===== config.mk =====
export PLATFORM = sky130hd
export DESIGN_NAME = sr_iter_shifter
export DESIGN_NICKNAME = d
export VERILOG_FILES = /design/src/rtl/sr_iter_shifter.sv
export SDC_FILE = /design/constraint.sdc
export NUM_CORES = 1
export LEC_CHECK = 0
export BUFFER_PORTS_ARGS = -buffer_cell sky130_fd_sc_hd__buf_2
export CAP_MARGIN = 25
export CORE_MARGIN = 2
export CORE_UTILIZATION = 60
export CTS_CLUSTER_DIAMETER = 80
export DETAILED_ROUTE_END_ITERATION = 10
export HOLD_SLACK_MARGIN = 0.02
export PLACE_DENSITY = 0.89
export SYNTH_ARGS = -nofsm -noshare
export SYNTH_HDL_FRONTEND = slang
export SYNTH_SLANG_ARGS = --single-unit

===== constraint.sdc =====
create_clock -name clock -period 8.15 [get_ports clock]
set_clock_uncertainty 0.05 [all_clocks]
set_input_delay 0.815 -clock clock [delete_from_list [all_inputs] [get_ports clock]]
set_output_delay 0.815 -clock clock [all_outputs]
set_load 0.005 [all_outputs]

===== src/rtl/sr_iter_shifter.sv =====
// Multi-cycle SRL/SRA: one power-of-two stage per cycle (largest first), fixed latency.
// Ports: clock/reset (async, active-high); ctrl_start, data_in, shamt, arith in;
//        data_out (held result), data_rdy (1-cycle pulse), busy (shift in flight) out.
module sr_iter_shifter #(
  parameter int WIDTH   = 32,
  parameter int SHAMT_W = 5
) (
  input  logic               clock,
  input  logic               reset,
  input  logic               ctrl_start,
  input  logic [WIDTH-1:0]   data_in,
  input  logic [SHAMT_W-1:0] shamt,
  input  logic               arith,
  output logic [WIDTH-1:0]   data_out,
  output logic               data_rdy,
  output logic               busy
);

  localparam int CNT_W = (SHAMT_W > 1) ? $clog2(SHAMT_W) : 1;
  localparam logic [CNT_W-1:0] LAST_STAGE = CNT_W'(SHAMT_W - 1);

  typedef enum logic [1:0] {IDLE, SHIFT, DONE} state_t;

  state_t             state_q, state_d;
  logic [CNT_W-1:0]   stage_q, stage_d;
  logic [WIDTH-1:0]   work_q, work_d;
  logic [SHAMT_W-1:0] shamt_q, shamt_d;
  logic               arith_q, arith_d;
  logic [WIDTH-1:0]   data_out_q, data_out_d;
  logic               data_rdy_q, data_rdy_d;
  logic               busy_q, busy_d;

  logic [CNT_W-1:0]   bit_idx;
  logic [SHAMT_W-1:0] amt;
  logic               fill;
  logic [WIDTH-1:0]   shifted;

  always_comb begin
    state_d    = state_q;
    stage_d    = stage_q;
    work_d     = work_q;
    shamt_d    = shamt_q;
    arith_d    = arith_q;
    data_out_d = data_out_q;

    // Stage k consumes shamt bit SHAMT_W-1-k, i.e. the largest stage goes first.
    bit_idx = LAST_STAGE - stage_q;
    // Every SRA stage keeps the MSB, so the working MSB is still the operand's sign.
    fill    = arith_q & work_q[WIDTH-1];
    amt     = shamt_q[bit_idx] ? (SHAMT_W'(1) << bit_idx) : '0;
    shifted = WIDTH'({{WIDTH{fill}}, work_q} >> amt);

    unique case (state_q)
      IDLE, DONE: begin
        if (ctrl_start) begin
          work_d  = data_in;
          shamt_d = shamt;
          arith_d = arith;
          stage_d = '0;
          state_d = SHIFT;
        end else begin
          state_d = IDLE;
        end
      end
      SHIFT: begin
        // ctrl_start is deliberately ignored here: no queueing, no abort.
        work_d  = shifted;
        stage_d = stage_q + 1'b1;
        if (stage_q == LAST_STAGE) begin
          data_out_d = shifted;
          state_d    = DONE;
        end
      end
      default: state_d = IDLE;
    endcase

    busy_d     = (state_d == SHIFT);
    data_rdy_d = (state_d == DONE);
  end

  always_ff @(posedge clock or posedge reset) begin
    if (reset) begin
      state_q    <= IDLE;
      stage_q    <= '0;
      work_q     <= '0;
      shamt_q    <= '0;
      arith_q    <= 1'b0;
      data_out_q <= '0;
      data_rdy_q <= 1'b0;
      busy_q     <= 1'b0;
    end else begin
      state_q    <= state_d;
      stage_q    <= stage_d;
      work_q     <= work_d;
      shamt_q    <= shamt_d;
      arith_q    <= arith_d;
      data_out_q <= data_out_d;
      data_rdy_q <= data_rdy_d;
      busy_q     <= busy_d;
    end
  end

  assign data_out = data_out_q;
  assign data_rdy = data_rdy_q;
  assign busy     = busy_q;

endmodule


==> Word level (Yosys, flattened, before mapping) <==
Index checks and enable logic that the tools add are counted.
{ "totals": {"ff_bits": 77, "word_cells": 36, "out_inout_bits": 34, "inputBits": 41} }
{ "op_classes": {"shift": 2, "n_lt_le_gt_ge": 1, "mux": 10, "n_eq_ne": 6, "reduce_logical": 6, "bitwise_logic": 1, "n_addsub": 2} }
{ "ops": {"columns": ["cell", "n"], "rows": [
  ["$pmux W32 S2", 1],
  ["$shr A64 B5 Y32", 1],
  ["$mux W32", 1],
  ["$pmux W3 S2", 1],
  ["$reduce_and A2 Y1", 3],
  ["$mux W5", 1],
  ["$shl A1 B3 Y5 const A", 1],
  ["$eq A2 B1 Y1 const B", 2],
  ["$eq A2 B2 Y1 const B", 2],
  ["$lt A3 B4 Y1 const B", 1],
  ["$pmux W2 S2", 1],
  ["$add A3 B1 Y3 const B", 1],
  ["$bmux W1 S3", 1],
  ["$eq A3 B3 Y1 const B", 1],
  ["$mux W3", 1],
  ["$sub A3 B3 Y3 const A", 1],
  ["$logic_not A2 Y1", 1],
  ["$mux W1", 2],
  ["$mux W2", 1],
  ["$ne A2 B2 Y1 const B", 1],
  ["$reduce_bool A2 Y1", 1],
  ["$reduce_or A2 Y1", 1],
  ["$and A1 B1 Y1", 1]
]} }

==> Longest topological paths before layout <==
{ "logic_depth": {"depth_word": 6, "depth_mapped": 16, "depth_no_buf": 10} }

==> Worst setup path after synthesis <==
Ideal clock, no wire load.
{ "synth_path": {"path_type": "register -> register", "start": "register stage_q[0]", "end": "register data_out_q[4], in the netlist data_out[4]", "t_required_ns": 7.976, "setup_ns": 0.124, "path_slack_ns": 4.791, "period_less_slack_ns": 3.359, "t_arrival_ns": 3.185, "path_stages_with_launch": 15, "cell_sequence": "dfrtp_1 -> buf_4 -> buf_2 -> inv_1 -> ha_1 -> ha_1 -> buf_2 -> and3b_1 -> a22oi_4 -> buf_6 -> mux2i_1 -> mux2i_1 -> a211oi_1 -> a21oi_1 -> o31a_1"} }
{ "synth_via": {"elab_chain_cells": 5, "elab_cells_between_ends": 8, "classes_between": "add/sub (1); eq/ne (1); shift (2); mux (3); reduce/logical (1)"} }
{ "synth_rtl": {"columns": ["element", "line", "source"], "rows": [
  ["start: declaration", "25", "logic [CNT_W-1:0] stage_q, stage_d;"],
  ["start signal: assignment", "93", "stage_q <= stage_d;"],
  ["$sub A3 B3 Y3", "47", "bit_idx = LAST_STAGE - stage_q;"],
  ["$bmux W1 S3", "50", "amt = shamt_q[bit_idx] ? (SHAMT_W'(1) << bit_idx) : '0;"],
  ["$mux W1 (implied by the code)", "50", null],
  ["$mux W5", "50", null],
  ["$shr A64 B5 Y32", "51", "shifted = WIDTH'({{WIDTH{fill}}, work_q} >> amt);"],
  ["end signal: assignment", "97", "data_out_q <= data_out_d;"],
  ["end: declaration", "29", "logic [WIDTH-1:0] data_out_q, data_out_d;"]
]} }
Several ways; a longest one is shown, not always the timed one. The select of a mux whose other input is x is not followed.
A chain may end at the register's enable or synchronous reset.

==> Worst setup path in the final report <==
{ "layout_path": {"start": "register stage_q[0]", "end": "register work_q[11]"} }
{ "layout_via": {"elab_chain_cells": 6, "elab_cells_between_ends": 7, "classes_between": "add/sub (1); shift (2); mux (4)"} }
{ "layout_rtl": {"columns": ["element", "line", "source"], "rows": [
  ["$sub A3 B3 Y3 (*)", "47", null],
  ["$bmux W1 S3", "50", null],
  ["$mux W1 (implied by the code)", "50", null],
  ["$mux W5 (*)", "50", null],
  ["$shr A64 B5 Y32 (*)", "51", null],
  ["$pmux W32 S2 (*)", "53", "unique case (state_q)"],
  ["end signal: assignment", "94", "work_q <= work_d;"],
  ["end: declaration", "26", "logic [WIDTH-1:0] work_q, work_d;"]
]} }
Mark *: on every way between the ends. The rest lies on a longest branch, timed or not. The select of a mux whose other input is x is not followed.

==> impl_metrics.prom <==
# TYPE chip_impl_metric gauge
chip_impl_info{name="run_status",value="complete, no violations"} 1
chip_impl_metric{name="chipHeight",unit="um"} 102
chip_impl_metric{name="total_area_of_multi_input_combinational_cells",unit="sq mm"} 0.00354
chip_impl_info{name="synth_common_cells",value="dfrtp_1, nand2_1, a21oi_1"} 1
chip_impl_metric{name="hold_buffers",unit=""} 0
chip_impl_metric{name="yosysWarnings",unit=""} 0
chip_impl_metric{name="cp_data_required_time",unit="ps"} 8310
chip_impl_metric{name="grtUsageTotal",unit=""} 0.421
chip_impl_info{name="clock_tree.root_cell",value="clkbuf_8"} 1
chip_impl_metric{name="async_flop_share",unit=""} 1.00
chip_impl_metric{name="synth_cell_type_count",unit=""} 82
chip_impl_metric{name="synth_largest_type_area_fraction",unit=""} 0.335
chip_impl_metric{name="maxSlewHeadroom",unit=""} 0.280
chip_impl_metric{name="cts-resized-gates",unit=""} 0
chip_impl_metric{name="diodes",unit=""} 0
chip_impl_info{name="clock_tree_from_tritoncts",value="done"} 1
chip_impl_info{name="synth.largest_area_cell",value="dfrtp_1"} 1
chip_impl_metric{name="synth-seq-area-share",unit=""} 0.335
chip_impl_metric{name="port_buffers",unit=""} 74
chip_impl_metric{name="synth_enable_flop_cells",unit=""} 0
chip_impl_metric{name="die_area",unit="sq mm"} 0.0104
chip_impl_info{name="hold_class",value="flip-flop to flip-flop"} 1
chip_impl_metric{name="hold_viol",unit=""} 0
chip_impl_metric{name="initialDrtViolationCount",unit=""} 788
chip_impl_info{name="ys.flop_type",value="dfrtp_1"} 1
chip_impl_metric{name="cts_post_setup_buffers_inserted",unit=""} 0
chip_impl_metric{name="worstSkewPairLatency",unit="ps"} 370
chip_impl_metric{name="post_drt_wl_per_cell",unit="um"} 25.6
chip_impl_metric{name="ys_seq_elements",unit=""} 77
chip_impl_metric{name="vias",unit=""} 6150
chip_impl_metric{name="worst-slew-pin-transition",unit="ps"} 1080
chip_impl_metric{name="clk_pin_slew_worst_paths",unit="ps"} 100
chip_impl_metric{name="post_route_cells_drive_above_1_share",unit=""} 0.199
chip_impl_metric{name="setup_viol",unit=""} 0
chip_impl_metric{name="drt-vias-per-instance",unit=""} 7.40
chip_impl_metric{name="cts_inserted_buffers",unit=""} 9
chip_impl_metric{name="grt_remaining_overflow",unit=""} 0
chip_impl_metric{name="grt_max_degree",unit=""} 78
chip_impl_metric{name="syn_area",unit="sq mm"} 0.00575
chip_impl_info{name="crit_path_start_kind",value="flip-flop"} 1
chip_impl_metric{name="residual_drc",unit=""} 0
chip_impl_metric{name="io_pins",unit=""} 75
chip_impl_metric{name="grt_pass1_vias",unit=""} 5810
chip_impl_info{name="yosysMostFrequentCell",value="dfrtp_1"} 1
chip_impl_metric{name="clkSinkCount",unit=""} 77
chip_impl_metric{name="achievable-frequency",unit="GHz"} 0.200
chip_impl_metric{name="synth_cells",unit=""} 658
chip_impl_metric{name="grt_first_pass_wirelength",unit="mm"} 33.0
chip_impl_metric{name="dp_hpwl",unit="mm"} 15.1
chip_impl_info{name="critical_path.endpoint_type",value="flip-flop"} 1
chip_impl_metric{name="ant_nets",unit=""} 0
chip_impl_metric{name="finalSetupTns",unit="ps"} 0
chip_impl_info{name="crit_type",value="flip-flop to flip-flop"} 1
chip_impl_metric{name="drt_first_pass_iters",unit=""} 10
chip_impl_metric{name="globalplace.congestion",unit=""} 1.05
chip_impl_info{name="yosys-top-cells-area",value="dfrtp_1, mux2i_1, a22oi_1, nand2_1, a21oi_1"} 1
chip_impl_metric{name="totalWireLength",unit="mm"} 21.3
chip_impl_metric{name="worst_path_arrival",unit="ps"} 5160
chip_impl_metric{name="syn-mean-instance-area",unit="sq um"} 8.74
chip_impl_metric{name="post-route-min-period",unit="ps"} 4990
chip_impl_metric{name="worstPathMaxFanout",unit=""} 26
chip_impl_metric{name="floorplan.rows",unit=""} 35
chip_impl_metric{name="fillers",unit=""} 796
chip_impl_metric{name="coreArea",unit="sq mm"} 0.00928
chip_impl_metric{name="areaGrowthSynthToFinish",unit="%"} 10.0
chip_impl_metric{name="period_share",unit=""} 0.612
chip_impl_metric{name="die_w",unit="um"} 102
chip_impl_metric{name="cts_max_path_buffers",unit=""} 2
chip_impl_metric{name="synth.net_count",unit=""} 706
chip_impl_metric{name="number_of_antenna_violations_at_the_first_check_in_global_routing",unit=""} 0
chip_impl_metric{name="final_nets",unit=""} 745
chip_impl_metric{name="maxCapViolCount",unit=""} 0
chip_impl_metric{name="seqCellArea",unit="sq mm"} 0.00193
chip_impl_metric{name="layout.core_utilization",unit=""} 0.682
chip_impl_metric{name="final-max-slew-violation-count",unit=""} 0
chip_impl_metric{name="ctsHtreeMaxLevel",unit=""} 3
chip_impl_metric{name="start_util",unit=""} 0.620
chip_impl_info{name="rsz_0062_raised_after_global_routing",value="no"} 1
-- area by class of cell --
cell class                      count  area share
Multi-Input combinational cell    516       0.558
Sequential cell                    77       0.304
Timing Repair Buffer               86      0.0785
Tap cell                          129      0.0255
Clock buffer                        9      0.0196
Clock inverter                      7     0.00929
Inverter                            7     0.00435
-- worst paths after layout --
check                                               from                       end  slack [ps]  depth (start not counted)
worst min register to register  data_out[15]$_DFFE_PP0P_  data_out[15]$_DFFE_PP0P_         430                          2
max in group asynchronous                          reset    work_q[19]$_DFFE_PP0P_        7020                          4
min in group asynchronous                          reset     work_q[3]$_DFFE_PP0P_         450                          3
worst max register to register    stage_q[0]$_DFFE_PP0P_    work_q[11]$_DFFE_PP0P_        3160                         11
worst max-delay path              stage_q[0]$_DFFE_PP0P_    work_q[11]$_DFFE_PP0P_        3160                         11
worst min-delay path            data_out[15]$_DFFE_PP0P_  data_out[15]$_DFFE_PP0P_         430                          2
-- flip-flops by register name (all words and copies together), names as in the netlist --
register / count
state_q: 2
data_out: 32
work_q: 32
busy: 1
stage_q: 3
shamt_q: 5
data_rdy: 1
arith_q: 1
-- kinds of logic (layout without fill, tap and decap cells) --
kind of cell	Yosys count	count (layout)	share of synthesized area
compound gates	270	270	0.334
buf+inv	65	109	0.0537
simple gates	198	198	0.178
mux	41	41	0.0835
flops	77	77	0.335
fa+ha+maj	7	7	0.0152
-- cell usage in the layout, fill, tap and decap left out, types with 6 or more instances in the layout --
master and count:
inv_1 6, o21a_1 6, clkbuf_8 9, a22o_1 10, nand3_1 27, o21ai_0 35, a21oi_1 37, nand4_1 9
and2_1 9, buf_4 9, mux2i_1 25, a31oi_1 18, buf_2 74, a221oi_1 7, dfrtp_1 77, a22oi_1 31
o31ai_1 19, nor3_1 15, nand2_1 61, mux2_2 9, nor2_1 27, a21o_1 7, ha_1 7, o211a_1 6
nand4b_1 9, a211oi_1 12, o22ai_1 7, o21ai_1 16
-- per-layer routing --
layer / share of wire / up-vias / global-route usage
li1: - / 2645 / -
met1: 0.38 / 2935 / 0.565
met2: 0.45 / 485 / 0.642
met3: 0.11 / 85 / 0.0910
met4: 0.055 / 0 / 0.215
met5: 0 / - / 0
-- through the flow --
step | worst slack (ps) | hold slack [ps] | instance area [sq um] | instances
after global placement | 3590 | 408 | 6090 | 812
after global routing | 3020 | 457 | 6330 | 831
after detailed placement | 3330 | 416 | 6090 | 812
final | 3160 | 433 | 6330 | 831
after CTS | 3330 | 437 | 6270 | 828
after floorplan | 4790 | 417 | 5750 | 658
-- worst max-delay path, cell delays in order (launching register included) --
cell and delay [ps]:
dfrtp_1 810, inv_1 190, ha_1 270, ha_1 480, or2_1 420, o22ai_4 590
and2_1 580, buf_4 350, nor3_1 200, a22o_1 290, nor3_1 390, o21ai_0 190
Power is left out: the tool's default activity adds up to more than one toggle a clock period on the data nets, which glitch-free logic cannot reach.
